<file path="config.mk">
export PLATFORM = sky130hd
export DESIGN_NAME = gtxe2_chnl_rx_dataiface
export DESIGN_NICKNAME = d
export VERILOG_FILES = /design/src/rtl/gtxe2_chnl_rx_dataiface.sv
export SDC_FILE = /design/constraint.sdc
export NUM_CORES = 1
export LEC_CHECK = 0
export CORE_UTILIZATION = 42
export DETAILED_ROUTE_END_ITERATION = 10
export PLACE_DENSITY_LB_ADDON = 0.3
export SYNTH_ARGS = -nofsm -noshare
export SYNTH_HDL_FRONTEND = slang
export SYNTH_SLANG_ARGS = --single-unit
</file>
<file path="constraint.sdc">
create_clock -name usrclk -period 2 [get_ports usrclk]
set_clock_uncertainty 0.15 [all_clocks]
set_input_delay 0.5 -clock usrclk [delete_from_list [all_inputs] [get_ports usrclk]]
set_output_delay 0.5 -clock usrclk [all_outputs]
set_load 0.01 [all_outputs]
</file>
<file path="src/rtl/gtxe2_chnl_rx_dataiface.sv">
// gtxe2_chnl_rx_dataiface
// RX data-width gearbox. It packs narrow decoded words (data + K flags) into
// wide fabric words on a single clock (usrclk). Lane 0 holds the first accepted
// word. The module emits one outvalid strobe per assembled wide word.
// Optional feature macro: GTXE2_RX_DATAIFACE_REALIGN_EN. When it is defined,
// a comma that arrives mid-word drops the partial word and restarts assembly
// with the comma in lane 0.
module gtxe2_chnl_rx_dataiface #(
  parameter int internal_data_width  = 16,
  parameter int interface_data_width = 32,
  parameter int internal_isk_width   = 2,
  parameter int interface_isk_width  = 4
) (
  input  logic                            usrclk,
  input  logic                            reset,
  input  logic [internal_data_width-1:0]  indata,
  input  logic [internal_isk_width-1:0]   inisk,
  input  logic                            invalid,
  input  logic                            incomma,
  output logic [interface_data_width-1:0] outdata,
  output logic [interface_isk_width-1:0]  outisk,
  output logic                            outvalid,
  output logic                            realigned
);

  localparam int DIV   = interface_data_width / internal_data_width;
  localparam int CNT_W = (DIV > 1) ? $clog2(DIV) : 1;
  localparam logic [CNT_W-1:0] LAST_CNT = CNT_W'(DIV - 1);

  // Reject width combinations the gearbox cannot pack evenly.
  generate
    if (!(DIV == 1 || DIV == 2 || DIV == 4) ||
        (interface_data_width != DIV * internal_data_width) ||
        (interface_isk_width != DIV * internal_isk_width)) begin : g_bad_params
      $fatal(1, "gtxe2_chnl_rx_dataiface: illegal width parameters");
    end
  endgenerate

  logic [CNT_W-1:0]                cnt_q, cnt_d;
  logic [interface_data_width-1:0] stage_data_q, stage_data_d;
  logic [interface_isk_width-1:0]  stage_isk_q, stage_isk_d;
  logic [interface_data_width-1:0] outdata_q, outdata_d;
  logic [interface_isk_width-1:0]  outisk_q, outisk_d;
  logic                            outvalid_q, outvalid_d;
  logic                            realigned_q, realigned_d;
  logic                            realign_hit;

`ifdef GTXE2_RX_DATAIFACE_REALIGN_EN
  // A comma that arrives mid-word means the earlier lanes were misaligned.
  assign realign_hit = invalid & incomma & (cnt_q != '0);
`else
  logic unused_incomma;
  assign unused_incomma = incomma;
  assign realign_hit    = 1'b0;
`endif

  // Next-state logic: stage lanes, complete the word on the last lane, handle realignment.
  always_comb begin
    cnt_d        = cnt_q;
    stage_data_d = stage_data_q;
    stage_isk_d  = stage_isk_q;
    outdata_d    = outdata_q;
    outisk_d     = outisk_q;
    outvalid_d   = 1'b0;
    realigned_d  = 1'b0;
    if (invalid) begin
      if (realign_hit) begin
        // Drop the partial word and restart it with the comma in lane 0.
        stage_data_d = '0;
        stage_isk_d  = '0;
        stage_data_d[internal_data_width-1:0] = indata;
        stage_isk_d[internal_isk_width-1:0]   = inisk;
        cnt_d        = CNT_W'(1);
        realigned_d  = 1'b1;
      end else if (cnt_q == LAST_CNT) begin
        // Build the whole output word from the staged lanes and the current word.
        outdata_d = stage_data_q;
        outisk_d  = stage_isk_q;
        outdata_d[interface_data_width-1 -: internal_data_width] = indata;
        outisk_d[interface_isk_width-1 -: internal_isk_width]    = inisk;
        outvalid_d = 1'b1;
        cnt_d      = '0;
      end else begin
        for (int i = 0; i < DIV - 1; i++) begin
          if (cnt_q == CNT_W'(i)) begin
            stage_data_d[i*internal_data_width +: internal_data_width] = indata;
            stage_isk_d[i*internal_isk_width +: internal_isk_width]    = inisk;
          end
        end
        cnt_d = cnt_q + CNT_W'(1);
      end
    end
  end

  // State and output registers. Reset asserts asynchronously.
  always_ff @(posedge usrclk or posedge reset) begin
    if (reset) begin
      cnt_q        <= '0;
      stage_data_q <= '0;
      stage_isk_q  <= '0;
      outdata_q    <= '0;
      outisk_q     <= '0;
      outvalid_q   <= 1'b0;
      realigned_q  <= 1'b0;
    end else begin
      cnt_q        <= cnt_d;
      stage_data_q <= stage_data_d;
      stage_isk_q  <= stage_isk_d;
      outdata_q    <= outdata_d;
      outisk_q     <= outisk_d;
      outvalid_q   <= outvalid_d;
      realigned_q  <= realigned_d;
    end
  end

  assign outdata   = outdata_q;
  assign outisk    = outisk_q;
  assign outvalid  = outvalid_q;
  assign realigned = realigned_q;

endmodule

</file>
==> flow_summary.toml <==
[grt]
grt_start_max_net_pins = 57
antenna_violations_before_repair = 0
global_route.usage.met2_pct = 26.0
grt.met3_usage_pct = 5.35
groute.layer.met1.usage_pct = 18.1
busiest_layer = "met2"
leftover_overflow_at_the_end_of_global_routing = 0
grt_util_all_layers_pct = 15.3
first_global_vias = 1285
grt_pass1_wl_um = 6100

[setup_path]
critical_path_peak_fanout = 2
worst-endpoint-arrival_ns = 1.21
worst_path_required_time_ns = 1.35
crit_path_end_kind = "output pin"
crit_buf_inv = 1
startpoint_type = "flop"
crit_type = "reg2out"
critical-path-top-delay-family = "buffers and inverters"
worst_path_cell_with_the_longest_stage_delay = "sky130_fd_sc_hd__clkdlybuf4s50_1"
crit_chain = "clkdlybuf4s50_1"
r2r-start = "cnt_q"
timing.critical_path.from = "outdata[24]"
slowest_delay_ns = 0.56

[finish]
insertedDiodeCount = 0
drive_above_1_share_pct = 36.0
final_area_um2 = 2910
layout.nets = 208
area_delta_synth_final_pct = 35.7
filler_cell_count = 408

[logic_synthesis]
postSynthCellCount = 122
synth_largest_type_area_fraction_pct = 65.3
syn_area_cell_um2 = 17.6
synth_seq_area_share_pct = 65.3
postSynth.asyncResetShare_pct = 100
dominantRegCellSynth = "sky130_fd_sc_hd__dfrtp_1"
ys_warn_count = 0
mappedNetlistNets = 144
synth_top_area_cell = "sky130_fd_sc_hd__dfrtp_1"
flip_flop_and_latch_count_after_synthesis = 56
syn-cell-area_um2 = 2150
netlist_top_cells_area = "sky130_fd_sc_hd__dfrtp_1, sky130_fd_sc_hd__mux2_2, sky130_fd_sc_hd__mux2_4, sky130_fd_sc_hd__buf_6, sky130_fd_sc_hd__mux2_1"
netlist_top_cells_count = "sky130_fd_sc_hd__dfrtp_1, sky130_fd_sc_hd__mux2_2, sky130_fd_sc_hd__mux2_4"
number_of_enable_type_register_cells_in_the_synthesized_netlist = 0
yosys.cell_count.top_type = "sky130_fd_sc_hd__dfrtp_1"
synthDistinctLibCells = 12

[route]
drt_pre_antenna_iters = 2
drt.antenna.violating_nets = 0
detail_route.wirelength_um = 3700
drt_first_iter_violations = 49
detail_route.drc_violations = 0
post_drt_via_cell_ratio = 4.73
dr_total_vias = 1197
post_drt_wl_per_cell_um = 14.6

[sta]
post-route-min-period_ns = 1.86
tns_ns = 0
final-setup-viol-count = 0
fmax_mhz = 536
grt_setup_unrepaired = "false"
timing.final.max_slew_violations = 0
min_period_over_period_pct = 93.2
final_report_hold_violation_count = 0

[clock_tree]
tritoncts_clock_tree = "yes"
cts.sinks = 56
cts.repair_timing.setup_buffer_count = 0
cts_inserted_buffers = 5
holdBufCountCts = 0
clkTransAtPathRegs_ns = 0.09
cts_max_level = 2
clk_root_buffer_cell = "sky130_fd_sc_hd__clkbuf_8"
max-clock-path-buffers = 2
clock_latency_ns = 0.30
post_cts_resized = 0

[placed_design]
dpl_cell_area_um2 = 2840
place.gp.congestion = 0.709
dp_hpwl_um = 2630
placement.io_buffers = 57

[die]
io-pin-count = 60
placementRows = 25
initial_utilization_pct = 44.6
die_h_um = 73.5
floorplan.die.width_um = 73.5
coreArea_um2 = 4820
die_area_um2 = 5400

[worst_hold_path]
timing.hold.worst.class = "reg2reg"
launch_point_of_the_worst_hold_path = "outisk[3]"

[power]
pleak_nw = 1.24
power_per_cell_area_nw_per_um2 = 1570
worst_ir_drop_vdd_mv = 0.619

[flow_run]
cap_violations = 0

[status]
outcome = "complete, no violations"
[per-layer routing]
layer / up-vias / part of all wire, %
li1: 544 / -
met1: 599 / 42
met2: 47 / 49
met3: 7 / 7.2
met4: 0 / 1.4
met5: - / 0
[final cells by class]
class,count,area (um2),area share (%)
clock buffer,6,72.6,2.49
inverter,2,11.3,0.387
clock inverter,1,5.00,0.172
sequential,56,1400,48.1
timing repair buffer,63,666,22.9
multi-input combinational,58,673,23.1
tap,67,83.8,2.88
[metrics by stage]
stage | power [mW] | instances | hold WS, ns | setup WS, ns | utilization, %
6_report | 4.58 | 253 | 0.348 | 0.135 | 60.5
5_1_grt | 4.87 | 253 | 0.361 | 0.0813 | 60.5
4_1_cts | 4.64 | 253 | 0.355 | 0.119 | 60.5
3_5_place_dp | 4.07 | 246 | 0.335 | -0.0531 | 58.9
3_3_place_gp | 3.96 | 246 | 0.323 | -0.0260 | 58.9
2_1_floorplan | 3.03 | 122 | 0.327 | 0.498 | -
[flip-flops by register name (all words and copies together) (netlist names)]
signal and count:
stage_data_q 16, outisk 4, cnt_q 1, outdata 32, stage_isk_q 2, outvalid 1
[cells by family after synthesis]
family / synth area share [%]
multiplexers: 30.1
flip-flops: 65.3
buffers and inverters: 3.50
other: 0.175
AND/OR/NAND/NOR: 0.583
XOR/XNOR: 0.408
[layout by cell type (no fill, tap or decap), types with 2 or more instances in the layout]
master,count
sky130_fd_sc_hd__clkdlybuf4s50_1,57
sky130_fd_sc_hd__dfrtp_1,56
sky130_fd_sc_hd__mux2_2,42
sky130_fd_sc_hd__mux2_4,10
sky130_fd_sc_hd__clkbuf_8,5
sky130_fd_sc_hd__buf_12,4
sky130_fd_sc_hd__mux2_1,2
sky130_fd_sc_hd__buf_4,2
[path summary, 6_finish.rpt]
kind                                          to  slack (ns)  cells after the start
worst max-delay path                 outdata[24]        0.14                      1
worst max register to register  stage_data_q[13]        0.60                      3
worst min register to register         outisk[3]        0.35                      1
max in group asynchronous              outisk[1]        0.99                      3
min in group asynchronous         stage_isk_q[0]        0.46                      3
worst min-delay path                   outisk[3]        0.35                      1
[worst reg2reg max path, delay by kind of cell, from the launching register on]
family,cells,cell delay [ns]
buffers and inverters,1,0.20
multiplexers,1,0.35
AND/OR/NAND/NOR,1,0.17
flip-flops,1,0.42
[power breakdown]
group / total, mW / internal [mW] / switching, mW
registers: 2.02 / 1.71 / 0.307
logic: 2.00 / 1.33 / 0.664
clock network: 0.566 / 0.239 / 0.327
Power figures use the tool's default switching activity.
